File: config.mk
export PLATFORM = sky130hd
export DESIGN_NAME = apb_host_bridge
export DESIGN_NICKNAME = d
export VERILOG_FILES = /design/src/rtl/apb_host_bridge_pkg.sv /design/src/rtl/soc_bus_pkg.sv /design/src/rtl/apb_host_bridge.sv
export SDC_FILE = /design/constraint.sdc
export NUM_CORES = 1
export LEC_CHECK = 0
export BUFFER_PORTS_ARGS = -buffer_cell sky130_fd_sc_hd__buf_2
export CORE_UTILIZATION = 40
export DETAILED_ROUTE_END_ITERATION = 6
export PLACE_DENSITY = 0.78
export SETUP_SLACK_MARGIN = 0.4
export SLEW_MARGIN = 20
export SYNTH_ARGS = -nofsm -noshare
export SYNTH_HDL_FRONTEND = slang
export SYNTH_SLANG_ARGS = --single-unit
File: constraint.sdc
create_clock -name clk_i -period 1.7 [get_ports clk_i]
set_input_delay 0.17 -clock clk_i [delete_from_list [all_inputs] [get_ports clk_i]]
set_output_delay 0.17 -clock clk_i [all_outputs]
set_load 0.1 [all_outputs]
File: src/rtl/apb_host_bridge_pkg.sv
// apb_host_bridge_pkg: widths and the registered command record of the host-to-APB bridge
package apb_host_bridge_pkg;
  localparam int unsigned ADDR_W = 32;
  localparam int unsigned DATA_W = 32;
  typedef struct packed {
    logic [ADDR_W-1:0] addr;
    logic              write;
    logic [DATA_W-1:0] wdata;
  } cmd_t;
endpackage

File: src/rtl/soc_bus_pkg.sv
// soc_bus_pkg: SoC-wide APB request/response struct types shared by all APB masters and slaves
package soc_bus_pkg;
  typedef struct packed {
    logic [31:0] paddr;
    logic [2:0]  pprot;
    logic        psel;
    logic        penable;
    logic        pwrite;
    logic [31:0] pwdata;
    logic [3:0]  pstrb;
  } soc_apb_req_t;
  typedef struct packed {
    logic [31:0] prdata;
    logic        pready;
    logic        pslverr;
  } soc_apb_resp_t;
endpackage

File: src/rtl/apb_host_bridge.sv
// apb_host_bridge: single-outstanding valid/ready command to APB master bridge with access timeout
//   clk_i, rst_ni         : clock, asynchronous active-low reset
//   cmd_*                 : command handshake and payload (accepted only in IDLE)
//   rsp_*                 : response handshake, read data and error (slave error or timeout)
//   apb_req_o, apb_rsp_i  : APB master port
module apb_host_bridge
  import apb_host_bridge_pkg::*;
#(
  parameter int unsigned TIMEOUT_CYCLES = 256,
  parameter type apb_req_t = soc_bus_pkg::soc_apb_req_t,
  parameter type apb_rsp_t = soc_bus_pkg::soc_apb_resp_t
) (
  input  logic              clk_i,
  input  logic              rst_ni,
  input  logic              cmd_valid_i,
  output logic              cmd_ready_o,
  input  logic [ADDR_W-1:0] cmd_addr_i,
  input  logic              cmd_write_i,
  input  logic [DATA_W-1:0] cmd_wdata_i,
  output logic              rsp_valid_o,
  input  logic              rsp_ready_i,
  output logic [DATA_W-1:0] rsp_rdata_o,
  output logic              rsp_err_o,
  output apb_req_t          apb_req_o,
  input  apb_rsp_t          apb_rsp_i
);
  localparam int unsigned CNT_W = $clog2(TIMEOUT_CYCLES + 1);
  typedef enum logic [1:0] {IDLE, SETUP, ACCESS, RESP} state_e;
  state_e            state_q, state_d;
  cmd_t              cmd_q, cmd_d;
  logic [CNT_W-1:0]  cnt_q, cnt_d;
  logic [DATA_W-1:0] rdata_q, rdata_d;
  logic              err_q, err_d;
  always_ff @(posedge clk_i or negedge rst_ni) begin
    if (!rst_ni) begin
      state_q <= IDLE;
      cmd_q   <= '0;
      cnt_q   <= '0;
      rdata_q <= '0;
      err_q   <= 1'b0;
    end else begin
      state_q <= state_d;
      cmd_q   <= cmd_d;
      cnt_q   <= cnt_d;
      rdata_q <= rdata_d;
      err_q   <= err_d;
    end
  end
  // cnt_q holds the number of ACCESS cycles already spent without pready,
  // so the last permitted cycle is the one where it equals TIMEOUT_CYCLES-1.
  always_comb begin
    state_d = state_q;
    cmd_d   = cmd_q;
    cnt_d   = cnt_q;
    rdata_d = rdata_q;
    err_d   = err_q;
    unique case (state_q)
      IDLE: if (cmd_valid_i) begin
        cmd_d   = '{addr: cmd_addr_i, write: cmd_write_i, wdata: cmd_wdata_i};
        state_d = SETUP;
      end
      SETUP: state_d = ACCESS;
      ACCESS: if (apb_rsp_i.pready) begin
        rdata_d = cmd_q.write ? '0 : apb_rsp_i.prdata;
        err_d   = apb_rsp_i.pslverr;
        cnt_d   = '0;
        state_d = RESP;
      end else if (cnt_q == CNT_W'(TIMEOUT_CYCLES - 1)) begin
        rdata_d = '0;
        err_d   = 1'b1;
        cnt_d   = '0;
        state_d = RESP;
      end else begin
        cnt_d = cnt_q + CNT_W'(1);
      end
      RESP: state_d = rsp_ready_i ? IDLE : RESP;
      default: state_d = IDLE;
    endcase
  end
  // Gating with rst_ni keeps cmd_ready low for the whole reset interval,
  // not only after the first clock edge.
  assign cmd_ready_o = rst_ni && (state_q == IDLE);
  assign rsp_valid_o = state_q == RESP;
  assign rsp_rdata_o = rdata_q;
  assign rsp_err_o   = err_q;
  always_comb begin
    apb_req_o         = '0;
    apb_req_o.paddr   = cmd_q.addr;
    apb_req_o.pwrite  = cmd_q.write;
    apb_req_o.pwdata  = cmd_q.wdata;
    apb_req_o.psel    = (state_q == SETUP) || (state_q == ACCESS);
    apb_req_o.penable = state_q == ACCESS;
  end
endmodule

## After elaboration in Yosys (flattened, before gate mapping)

Index checks and enable logic that the tools add are counted.

| cells by class | value |
|---|---|
| add/subtract/negate cells | 1 |
| eq/ne operators | 6 |
| multiplexer cells | 12 |
| reductions and logical operators | 7 |

Operators with widths:

| operator | count |
|---|---|
| $mux W32 | 3 |
| $mux W9 | 2 |
| $add A9 B1 Y9 const B | 1 |
| $eq A9 B8 Y1 const B | 1 |
| $mux W2 | 4 |
| $pmux W2 S4 | 1 |
| $reduce_and A2 Y1 | 3 |
| $eq A2 B2 Y1 const B | 2 |
| $ne A3 B1 Y1 const B | 1 |
| $eq A2 B1 Y1 const B | 1 |
| $logic_not A2 Y1 | 1 |
| $mux W1 | 2 |
| $ne A2 B2 Y1 const B | 1 |
| $reduce_bool A2 Y1 | 1 |
| $logic_and A1 B1 Y1 | 1 |
| $logic_or A1 B1 Y1 | 1 |

| word-level totals | value |
|---|---|
| register bits after elaboration | 109 |
| input bits | 103 |
| output and inout port bits | 109 |

## Depth between registers and ports, before layout

Gate-level depths: netlist of the first run.

| logic depth | value |
|---|---|
| depth in word-level cells | 4 |
| depth in mapped cells | 7 |

## Least setup slack after synthesis of the first run

Ideal clock, no wire load.

| timing | value |
|---|---|
| path type | register -> register |
| start point | register state_q[0] |
| end point | register rdata_q[10] (netlist: rsp_rdata_o[10]) |
| data arrival time | 2.202 ns |
| slack | -0.571 ns |
| cell stages (with the launch flop) | 8 |
| buffers on the path | 2 |
| cell sequence | dfrtp_1 -> inv_1 -> ha_1 -> buf_4 -> nand2_1 -> nor2_1 -> buf_2 -> a22o_1 |

RTL lines:

| item | line | RTL |
|---|---|---|
| from (decl) | apb_host_bridge.sv:29 | `state_e state_q, state_d;` |
| from (signal assigned) | apb_host_bridge.sv:42 | `state_q <= state_d;` |
| to (signal assigned) | apb_host_bridge.sv:45 | `rdata_q <= rdata_d;` |
| to (decl) | apb_host_bridge.sv:32 | `logic [DATA_W-1:0] rdata_q, rdata_d;` |

## Final worst setup path of the first run

| timing | value |
|---|---|
| start point | register state_q[0] |
| end point | register rdata_q[25] (netlist: rsp_rdata_o[25]) |

| between the ends | value |
|---|---|
| cells in the longest elaborated chain, start to end | 2 |

Ends and longest elaborated chain:

| item | line | RTL |
|---|---|---|
| $eq A2 B2 Y1 | apb_host_bridge.sv:57 | `unique case (state_q)` |
| $reduce_and A2 Y1 (no source line) | n/a |  |

No other way between the ends.
A chain may end at the register's enable or synchronous reset.

==> impl_metrics.ini, run 1 <==
[logic_synthesis]
ys_seq_elements = 109
syn_inst = 293
ys_seq_area_share_pct = 62.8
syn_area_mm2 = 0.00435
synth_area_leaders = dfrtp_1 (63%), mux2_2 (17%), a22o_1 (6.4%)
synth_cell_types = 36
synth.avg_cell_area_um2 = 14.8
synthDominantCellAreaShare_pct = 62.8
synth_top_cell_by_area = dfrtp_1
ys.warnings.count = 0

[sta]
slew_violations = 0
min_period_over_period_pct = 91.4
post-route-min-period_ps = 1550
setup_ws_ps = 147
worst_clock_skew_ps = 12.6
slew_headroom_pct = 50.7
fin_hold_ws_ps = 16.8
tns_ps = 0
rsz0062_at_grt = true
finalSetupViolCount = 0
hold_violations = 0
max_freq_ghz = 0.644
tightestPinTransition_ps = 739

[global_route]
grt_pass1_wl_mm = 16.1
grt_pass1_vias = 3315
grt-ovfl-total = 0
grt_max_degree = 58
antenna_found_initial = 0
grt.total_usage_pct = 18.3

[clock_tree]
clk_pin_slew_ps = 120
cts.htree.levels = 3
numCtsBuffers = 9
clockRootBuffer = clkbuf_8
cts_tree = yes
cts_sinks = 109
clk_latency_ps = 360
clockBufferDepth = 2

[finish]
layout_commonest_cell = dfrtp_1
mostFrequentLayoutCells = dfrtp_1 (108), buf_2 (101), clkbuf_4 (63)
area_growth_pct = 53.2
fin_area_mm2 = 0.00666
diodes = 0
nets = 645
drive_gt1_share_pct = 65.2
n_fill_cell = 763
seq_area_mm2 = 0.00273
multiInputGateArea_mm2 = 0.00167

[placed_design]
placedInstanceArea_mm2 = 0.00559
hpwlAfterDp_mm = 7.22
port_buffers = 204
place_congestion = 0.773
dp_slack_ps = 87.9

[die]
die_x_um = 106
fp.dieH_um = 106
row_count = 37
core_area_mm2 = 0.0104
die_area_mm2 = 0.0113
initial_core_util_pct = 41.7
boundaryPins = 212

[route]
top_layer = met4
drt-wirelength-per-cell_um = 17.3
routed_wl_mm = 11.7
vias_per_cell = 4.93
initialDrtViolationCount = 163
vias = 3340
dr.pass1.iters = 4
dr_wl_met3_um = 603
drc = 0
met2_length_mm = 6.20
wl_met1_mm = 4.71
ant_nets = 0

[min_path]
hold_end = apb_req_o[5]$_DFFE_PN0P_
hold_path.class = input pin to flip-flop
worstHoldStart = cmd_wdata_i[1]
hold_depth = 2

[worst_setup_path]
cpMostUsedCell = buf_12
cp-end-kind = flip-flop
crit_required_ps = 1990
path_cells = inv_2 > ha_4 > buf_12 > nand2_4 > nor2_4 > buf_12 > a22o_1
r2r-start = state_q[0]$_DFFE_PN0P_
cp_max_fo = 16
slowest_stage = dfrtp_1
worst_r2r_endpoint = rsp_rdata_o[25]$_DFFE_PN0P_
r2r_slack_ps = 150
worst_ep_arrival_time_ps = 1840
cpPeakStageDelay_ps = 410
startpoint_type = flip-flop
r2r_cells = 7
critPathKind = flip-flop to flip-flop

[run]
max_cap_viol_count = 0

[outcome]
status = completed
## synth_stat cells
| cell | instances |
|---|---|
| a21boi_0 | 1 |
| a21o_1 | 2 |
| a21oi_1 | 2 |
| a22o_1 | 32 |
| and2_1 | 1 |
| and3_1 | 2 |
| and3_2 | 1 |
| buf_2 | 10 |
| buf_4 | 8 |
| buf_6 | 3 |
| clkbuf_1 | 1 |
| conb_1 | 1 |
| dfrtp_1 | 109 |
| ha_1 | 5 |
| inv_1 | 7 |
| mux2_2 | 66 |
| mux2i_1 | 2 |
| nand2_1 | 4 |
| nand2b_1 | 1 |
| nand3_1 | 6 |
| nand4_1 | 1 |
| nand4_4 | 1 |
| nand4b_4 | 1 |
| nor2_1 | 5 |
| nor2_4 | 1 |
| nor2b_1 | 3 |
| nor3_1 | 1 |
| nor4_1 | 2 |
| o211ai_4 | 1 |
| o21ai_0 | 5 |
| o21ai_1 | 1 |
| o21ai_2 | 1 |
| o22ai_1 | 1 |
| o2bb2ai_1 | 1 |
| o31ai_1 | 3 |
| o32ai_1 | 1 |
## registers in the layout, indices dropped and copies added, names as in the netlist
signal       count
cnt_q            9
apb_req_o       65
rsp_rdata_o     32
state_q          2
rsp_err_o        1
## timing repair
action                                  in CTS  in global routing
cloned                                       0                  9
hold buffers                                 2                  4
pin swaps                                    7                  7
hold endpoints to repair                    52                  4
setup buffers                               13                  8
endpoints found under the setup margin     208                177
resized for setup                           62                 93
## final cells by class
type	instances	area share, %
clock buffer	10	2.07
clock inverter	5	0.639
inverter	7	0.395
multi-input combinational	162	25.1
sequential	109	41.0
tap	136	2.56
timing repair buffer	248	28.3
## metal layers
layer	vias to the layer above	track usage (%)
li1	1528	-
met1	1648	20.7
met2	149	32.5
met3	15	4.97
met4	0	7.14
met5	-	0
## critical path: cells and delay by family (launching register included)
family / cells / cell delay (ps)
adders and majority gates: 1 / 220
buffers and inverters: 3 / 420
AOI/OAI and AO/OA: 1 / 170
DFF: 1 / 410
and+or+nand+nor: 2 / 250
## stage by stage
step	std cells	utilization, %
final	677	63.9
after global routing	677	63.9
after CTS	656	58.6
after detailed placement	626	53.6
after global placement	626	53.6
after floorplan	299	-
## cells by family (layout without fill, tap and decap cells)
logic type	after synthesis	after routing	synth area share, %
compound gates	51	51	9.65
fa+ha+maj	5	5	1.44
buf+inv	29	270	4.00
flops	109	109	62.8
mux	68	68	17.6
other cells	1	7	0.0863
simple gates	30	31	4.49
## worst max-delay path by stage
stage	from	end	slack, ps	cells past startpoint
2_1_floorplan	state_q[0]$_DFFE_PN0P_	rsp_rdata_o[10]$_DFFE_PN0P_	130	7
4_1_cts	state_q[1]$_DFFE_PN0P_	cmd_ready_o	170	4
3_3_place_gp	state_q[0]$_DFFE_PN0P_	apb_req_o[22]$_DFFE_PN0P_	160	5
6_report	state_q[0]$_DFFE_PN0P_	rsp_rdata_o[25]$_DFFE_PN0P_	150	7
3_5_place_dp	state_q[0]$_DFFE_PN0P_	apb_req_o[16]$_DFFE_PN0P_	90	5
5_1_grt	state_q[0]$_DFFE_PN0P_	rsp_rdata_o[25]$_DFFE_PN0P_	90	7
Power of run 1 is left out: the tool's default activity adds up to more than one toggle a clock period on the data nets, which glitch-free logic cannot reach.
==> run 2: changes to the inputs <==
--- a/config.mk
+++ b/config.mk
@@ -7,6 +7,7 @@
 export LEC_CHECK = 0
 export BUFFER_PORTS_ARGS = -buffer_cell sky130_fd_sc_hd__buf_2
 export CORE_UTILIZATION = 40
+export CTS_BUF_LIST = sky130_fd_sc_hd__clkbuf_16
 export DETAILED_ROUTE_END_ITERATION = 6
 export PLACE_DENSITY = 0.78
 export SETUP_SLACK_MARGIN = 0.4
==> run 2 against run 1 <==
The flow now finishes with violations (negative hold slack); non-clock buffer count shrank 13; highest routed layer unchanged; wire length shrank 6.8%; design area shrank 2.5%; fmax grew 4.3%; critical path depth shrank 2; via count shrank 1.2%.
==> impl_metrics.ini, run 2 (same netlist as run 1, synthesis figures left out) <==
[outcome]
status = finished, violations left
violations = negative hold slack

[route]
ant_nets = 0
drc = 0
vias = 3301
dr.pass1.iters = 4
vias_per_cell = 4.98
drt-wirelength-per-cell_um = 16.4
initialDrtViolationCount = 194
routed_wl_mm = 10.9

[clock_tree]
cts.htree.levels = 3
numCtsBuffers = 9
cts_sinks = 109
clk_pin_slew_ps = 70
clockRootBuffer = clkbuf_16
cts_tree = yes
clockBufferDepth = 2
clk_latency_ps = 350

[run]
max_cap_viol_count = 0

[finish]
area_growth_pct = 49.4
layout_commonest_cell = dfrtp_1
diodes = 0
mostFrequentLayoutCells = dfrtp_1 (107), buf_2 (101), mux2_2 (66)
drive_gt1_share_pct = 65.7
nets = 631
largest_reg_flops = 65

[global_route]
grt_max_degree = 58
grt_pass1_vias = 3299
grt.total_usage_pct = 18.2
antenna_found_initial = 0
grt_pass1_wl_mm = 16.1
use_met1_pct = 21.3
grt_busiest_layer = met2
grt_util_met2_pct = 32.1
grt-ovfl-total = 0
grt_util_met3_pct = 4.23

[sta]
finalSetupViolCount = 0
post-route-min-period_ps = 1490
tightestPinTransition_ps = 729
worst_clock_skew_ps = 9.15
rsz0062_at_grt = true
hold_violations = 1
fin_hold_ws_ps = -0.322
max_freq_ghz = 0.671
min_period_over_period_pct = 87.6
tns_ps = 0
slew_violations = 0
slew_headroom_pct = 51.4
setup_ws_ps = 211

[placed_design]
dp_slack_ps = 87.9
port_buffers = 204
place_congestion = 0.773
hpwlAfterDp_mm = 7.22

[worst_setup_path]
cpPeakStageDelay_ps = 380
r2r-start = state_q[1]$_DFFE_PN0P_
r2r_slack_ps = 210
crit_required_ps = 1930
cp-end-kind = flip-flop
r2r_cells = 5
worst_ep_arrival_time_ps = 1720
cp_max_fo = 20
startpoint_type = flip-flop
slowest_stage = dfrtp_1
critPathKind = flip-flop to flip-flop
path_cells = inv_2 > ha_4 > nand2_2 > clkbuf_16 > mux2_2
worst_r2r_endpoint = apb_req_o[67]$_DFFE_PN0P_

[die]
die_x_um = 106
row_count = 37
fp.dieH_um = 106
core_area_mm2 = 0.0104
initial_core_util_pct = 41.7
boundaryPins = 212
die_area_mm2 = 0.0113

[min_path]
hold_path.class = input pin to async pin
==> run 2: how the worst max path moves through the flow <==
stage                                  endpoint              startpoint  depth (start not counted)
CTS                                 cmd_ready_o  state_q[0]$_DFFE_PN0P_                          4
finish                apb_req_o[67]$_DFFE_PN0P_  state_q[1]$_DFFE_PN0P_                          5
floorplan           rsp_rdata_o[10]$_DFFE_PN0P_  state_q[0]$_DFFE_PN0P_                          7
global placement      apb_req_o[22]$_DFFE_PN0P_  state_q[0]$_DFFE_PN0P_                          5
global route          apb_req_o[51]$_DFFE_PN0P_  state_q[0]$_DFFE_PN0P_                          5
detailed placement    apb_req_o[16]$_DFFE_PN0P_  state_q[0]$_DFFE_PN0P_                          5
==> run 2: layout make-up <==
| cell class | count | area [µm²] |
|---|---|---|
| fill | 772 | 3930 |
| sequential | 109 | 2730 |
| clock buffer | 9 | 225 |
| timing repair buffer | 235 | 1670 |
| clock inverter | 6 | 46.3 |
| tap | 136 | 170 |
| inverter | 7 | 26.3 |
| multi-input combinational | 161 | 1620 |
==> run 2: worst max-delay path, delay by kind of cell (launching register included) <==
kind / cells / cell delay, ps
adders and majority gates: 1 / 170
buffers and inverters: 2 / 310
DFF: 1 / 380
muxes: 1 / 340
and+or+nand+nor: 1 / 180
==> run 2: routing by layer <==
| layer | part of all wire (%) | vias up |
|---|---|---|
| li1 | - | 1504 |
| met1 | 39 | 1622 |
| met2 | 53 | 148 |
| met3 | 5.9 | 27 |
| met4 | 2.3 | 0 |
| met5 | 0 | - |
==> run 2: timing repair <==
item                                    CTS  global route
pin swaps                                 8             7
hold endpoints to repair                 29             0
buffers inserted                         13             5
gates resized for setup                  62            79
cloned                                    0             3
endpoints found under the setup margin  148           173
hold buffers                              1             0
==> run 2: metrics by stage <==
stage                     hold WS, ps  utilization, %  instances  cell area [µm²]
after floorplan                  -126               -        299             4480
after global placement          -30.9            53.6        626             5590
after detailed placement        -30.9            53.6        626             5590
after CTS                        33.2            59.1        655             6160
after global routing             41.7            62.3        663             6490
final                          -0.322            62.3        663             6490
Power of run 2 is left out for the same reason.
==> run 3: changes to the inputs <==
--- a/config.mk
+++ b/config.mk
@@ -5,11 +5,12 @@
 export SDC_FILE = /design/constraint.sdc
 export NUM_CORES = 1
 export LEC_CHECK = 0
+export ABC_AREA = 1
 export BUFFER_PORTS_ARGS = -buffer_cell sky130_fd_sc_hd__buf_2
 export CORE_UTILIZATION = 40
 export CTS_BUF_LIST = sky130_fd_sc_hd__clkbuf_16
 export DETAILED_ROUTE_END_ITERATION = 6
-export PLACE_DENSITY = 0.78
+export PLACE_DENSITY = 0.77
 export SETUP_SLACK_MARGIN = 0.4
 export SLEW_MARGIN = 20
 export SYNTH_ARGS = -nofsm -noshare
==> run 3 against run 2 <==
The run now ends clean; setup slack lost 26 ps; cell count grew 14%; die area increased by 4.7%; critical endpoint is now cmd_ready_o; highest routed layer is now met5; global-route usage increased by 2.1 points; sequential cell count stayed put.
==> impl_metrics.ini, run 3 <==
[outcome]
status = completed

[logic_synthesis]
synth-simple-area-share_pct = 15.8
synth_top_family_by_area = multiplexers
synth_compound_area_share_pct = 1.02
synthAdderAreaFrac_pct = 1.37
synth_top_cell_by_area = dfrtp_1
synthMuxAreaShare_pct = 15.8
synth_xor_area_share_pct = 0.577
synth_cell_types = 24
synthDominantCellAreaShare_pct = 59.9
synth.avg_cell_area_um2 = 11.7
syn_area_mm2 = 0.00456
synthTopCellsByCount = dfrtp_1 (109), nand2_1 (92), mux2_2 (64)
syn_inst = 389
synth_area_leaders = dfrtp_1 (60%), mux2_2 (16%), nand2_1 (7.6%)
yosysMostFrequentCell = dfrtp_1
ys_seq_area_share_pct = 59.9
synth_edf_count = 0
ys_async_sr_fraction_pct = 100
ys.warnings.count = 0
synth-main-ff-cell = dfrtp_1
ys_seq_elements = 109

[worst_setup_path]
cp-end-kind = output pin
slowest_stage = dfrtp_1
r2r-start = state_q[0]$_DFFE_PN0P_
path_cells = inv_2 > ha_4 > nand2_4 > clkinvlp_4 > buf_12
critPathKind = flip-flop to output pin
startpoint_type = flip-flop
cpPeakStageDelay_ps = 410
worst_r2r_endpoint = apb_req_o[20]$_DFFE_PN0P_
r2r_cells = 5
worst_ep_arrival_time_ps = 1350
r2r_slack_ps = 210
crit_required_ps = 1530
cp_max_fo = 4

[global_route]
grt_max_degree = 110
grt.total_usage_pct = 20.4
grt-ovfl-total = 0
grt_pass1_vias = 3782
grt_pass1_wl_mm = 18.3
antenna_found_initial = 1

[die]
row_count = 38
fp.dieH_um = 109
die_area_mm2 = 0.0118
boundaryPins = 212
initial_core_util_pct = 41.5
core_area_mm2 = 0.0110
die_x_um = 109

[route]
drt-wirelength-per-cell_um = 16.2
vias_per_cell = 5.02
ant_nets = 0
vias = 3803
drc = 0
routed_wl_mm = 12.3
initialDrtViolationCount = 228
dr.pass1.iters = 4

[placed_design]
place_congestion = 0.767
hpwlAfterDp_mm = 7.69
port_buffers = 204

[min_path]
hold_end = apb_req_o[21]$_DFFE_PN0P_
worstHoldStart = cmd_wdata_i[17]
hold_depth = 2
hold_path.class = input pin to flip-flop

[sta]
finalSetupViolCount = 0
min_period_over_period_pct = 89.2
post-route-min-period_ps = 1520
slew_headroom_pct = 61.2
hold_violations = 0
slew_violations = 0
tightestPinTransition_ps = 582
max_freq_ghz = 0.660
rsz0062_at_grt = true
tns_ps = 0
worst_clock_skew_ps = 5.12

[run]
max_cap_viol_count = 0

[clock_tree]
clockBufferDepth = 2
clk_latency_ps = 340
clockRootBuffer = clkbuf_16
clk_pin_slew_ps = 70
cts_sinks = 109
numCtsBuffers = 9
cts.htree.levels = 3
cts_tree = yes

[finish]
layout_commonest_cell = dfrtp_1
diodes = 0
drive_gt1_share_pct = 62.6
area_growth_pct = 51.6
largest_reg_flops = 65
nets = 721
mostFrequentLayoutCells = dfrtp_1 (106), buf_2 (101), buf_4 (89)
==> run 3: layout make-up <==
| class | instances | area, µm² |
|---|---|---|
| clock inverters | 7 | 90.1 |
| multi-input cells | 247 | 1950 |
| repair buffers | 231 | 1660 |
| flip-flops and latches | 109 | 2730 |
| clock buffers | 9 | 225 |
| well taps | 140 | 175 |
| inverters | 15 | 75.1 |
| fillers | 864 | 4080 |
==> run 3: metal layers <==
| metal | wire length [µm] | track usage, % |
|---|---|---|
| met1 | 4930 | 23.6 |
| met2 | 6340 | 35.7 |
| met4 | 255 | 9.27 |
| met5 | 13 | 0 |
| met3 | 726 | 4.78 |
==> run 3: how the worst max path moves through the flow <==
| stage | start | end | slack, ps | cells after the start |
|---|---|---|---|---|
| 4_1_cts | state_q[0]$_DFFE_PN0P_ | cmd_ready_o | 170 | 5 |
| 6_report | state_q[0]$_DFFE_PN0P_ | cmd_ready_o | 180 | 5 |
| 2_1_floorplan | state_q[0]$_DFFE_PN0P_ | state_q[1]$_DFFE_PN0P_ | 240 | 8 |
| 3_5_place_dp | cnt_q[0]$_DFFE_PN0P_ | rsp_rdata_o[15]$_DFFE_PN0P_ | 40 | 8 |
| 3_3_place_gp | cnt_q[0]$_DFFE_PN0P_ | rsp_rdata_o[15]$_DFFE_PN0P_ | 140 | 8 |
| 5_1_grt | state_q[0]$_DFFE_PN0P_ | cmd_ready_o | 140 | 5 |
==> run 3: kinds of logic after synthesis <==
kind of cell               count (synthesis)
and+or+nand+nor                          155
DFF                                      109
muxes                                     64
buffers and inverters                     43
AOI/OAI and AO/OA                          9
adders and majority gates                  5
xor gates and xnor gates                   3
other                                      1
==> run 3: critical path: cells and delay by family (launching register included) <==
family | cells | cell delay, ps
AND/OR/NAND/NOR | 1 | 50
flip-flops | 1 | 410
buffers and inverters | 3 | 350
adder cells (fa/ha/maj) | 1 | 180
==> run 3: metrics by stage <==
stage | utilization [%] | cells | hold WS, ps | setup WS (ps) | area [µm²]
3_3_place_gp | 52.7 | 721 | 308 | 141 | 5790
4_1_cts | 61.3 | 755 | 36.6 | 167 | 6730
2_1_floorplan | - | 395 | -126 | 241 | 4660
3_5_place_dp | 52.7 | 721 | 313 | 38.0 | 5790
6_report | 62.9 | 758 | 52.8 | 184 | 6910
5_1_grt | 62.9 | 758 | 45.4 | 145 | 6910
==> run 3: timing repair <==
item | CTS | global route
hold endpoints to repair | 109 | 0
hold buffers | 1 | 0
buffers inserted | 12 | 2
cloned | 5 | 1
setup endpoints to repair | 188 | 136
gates resized for setup | 147 | 44
pin swaps | 15 | 14
Power of run 3 is left out for the same reason.
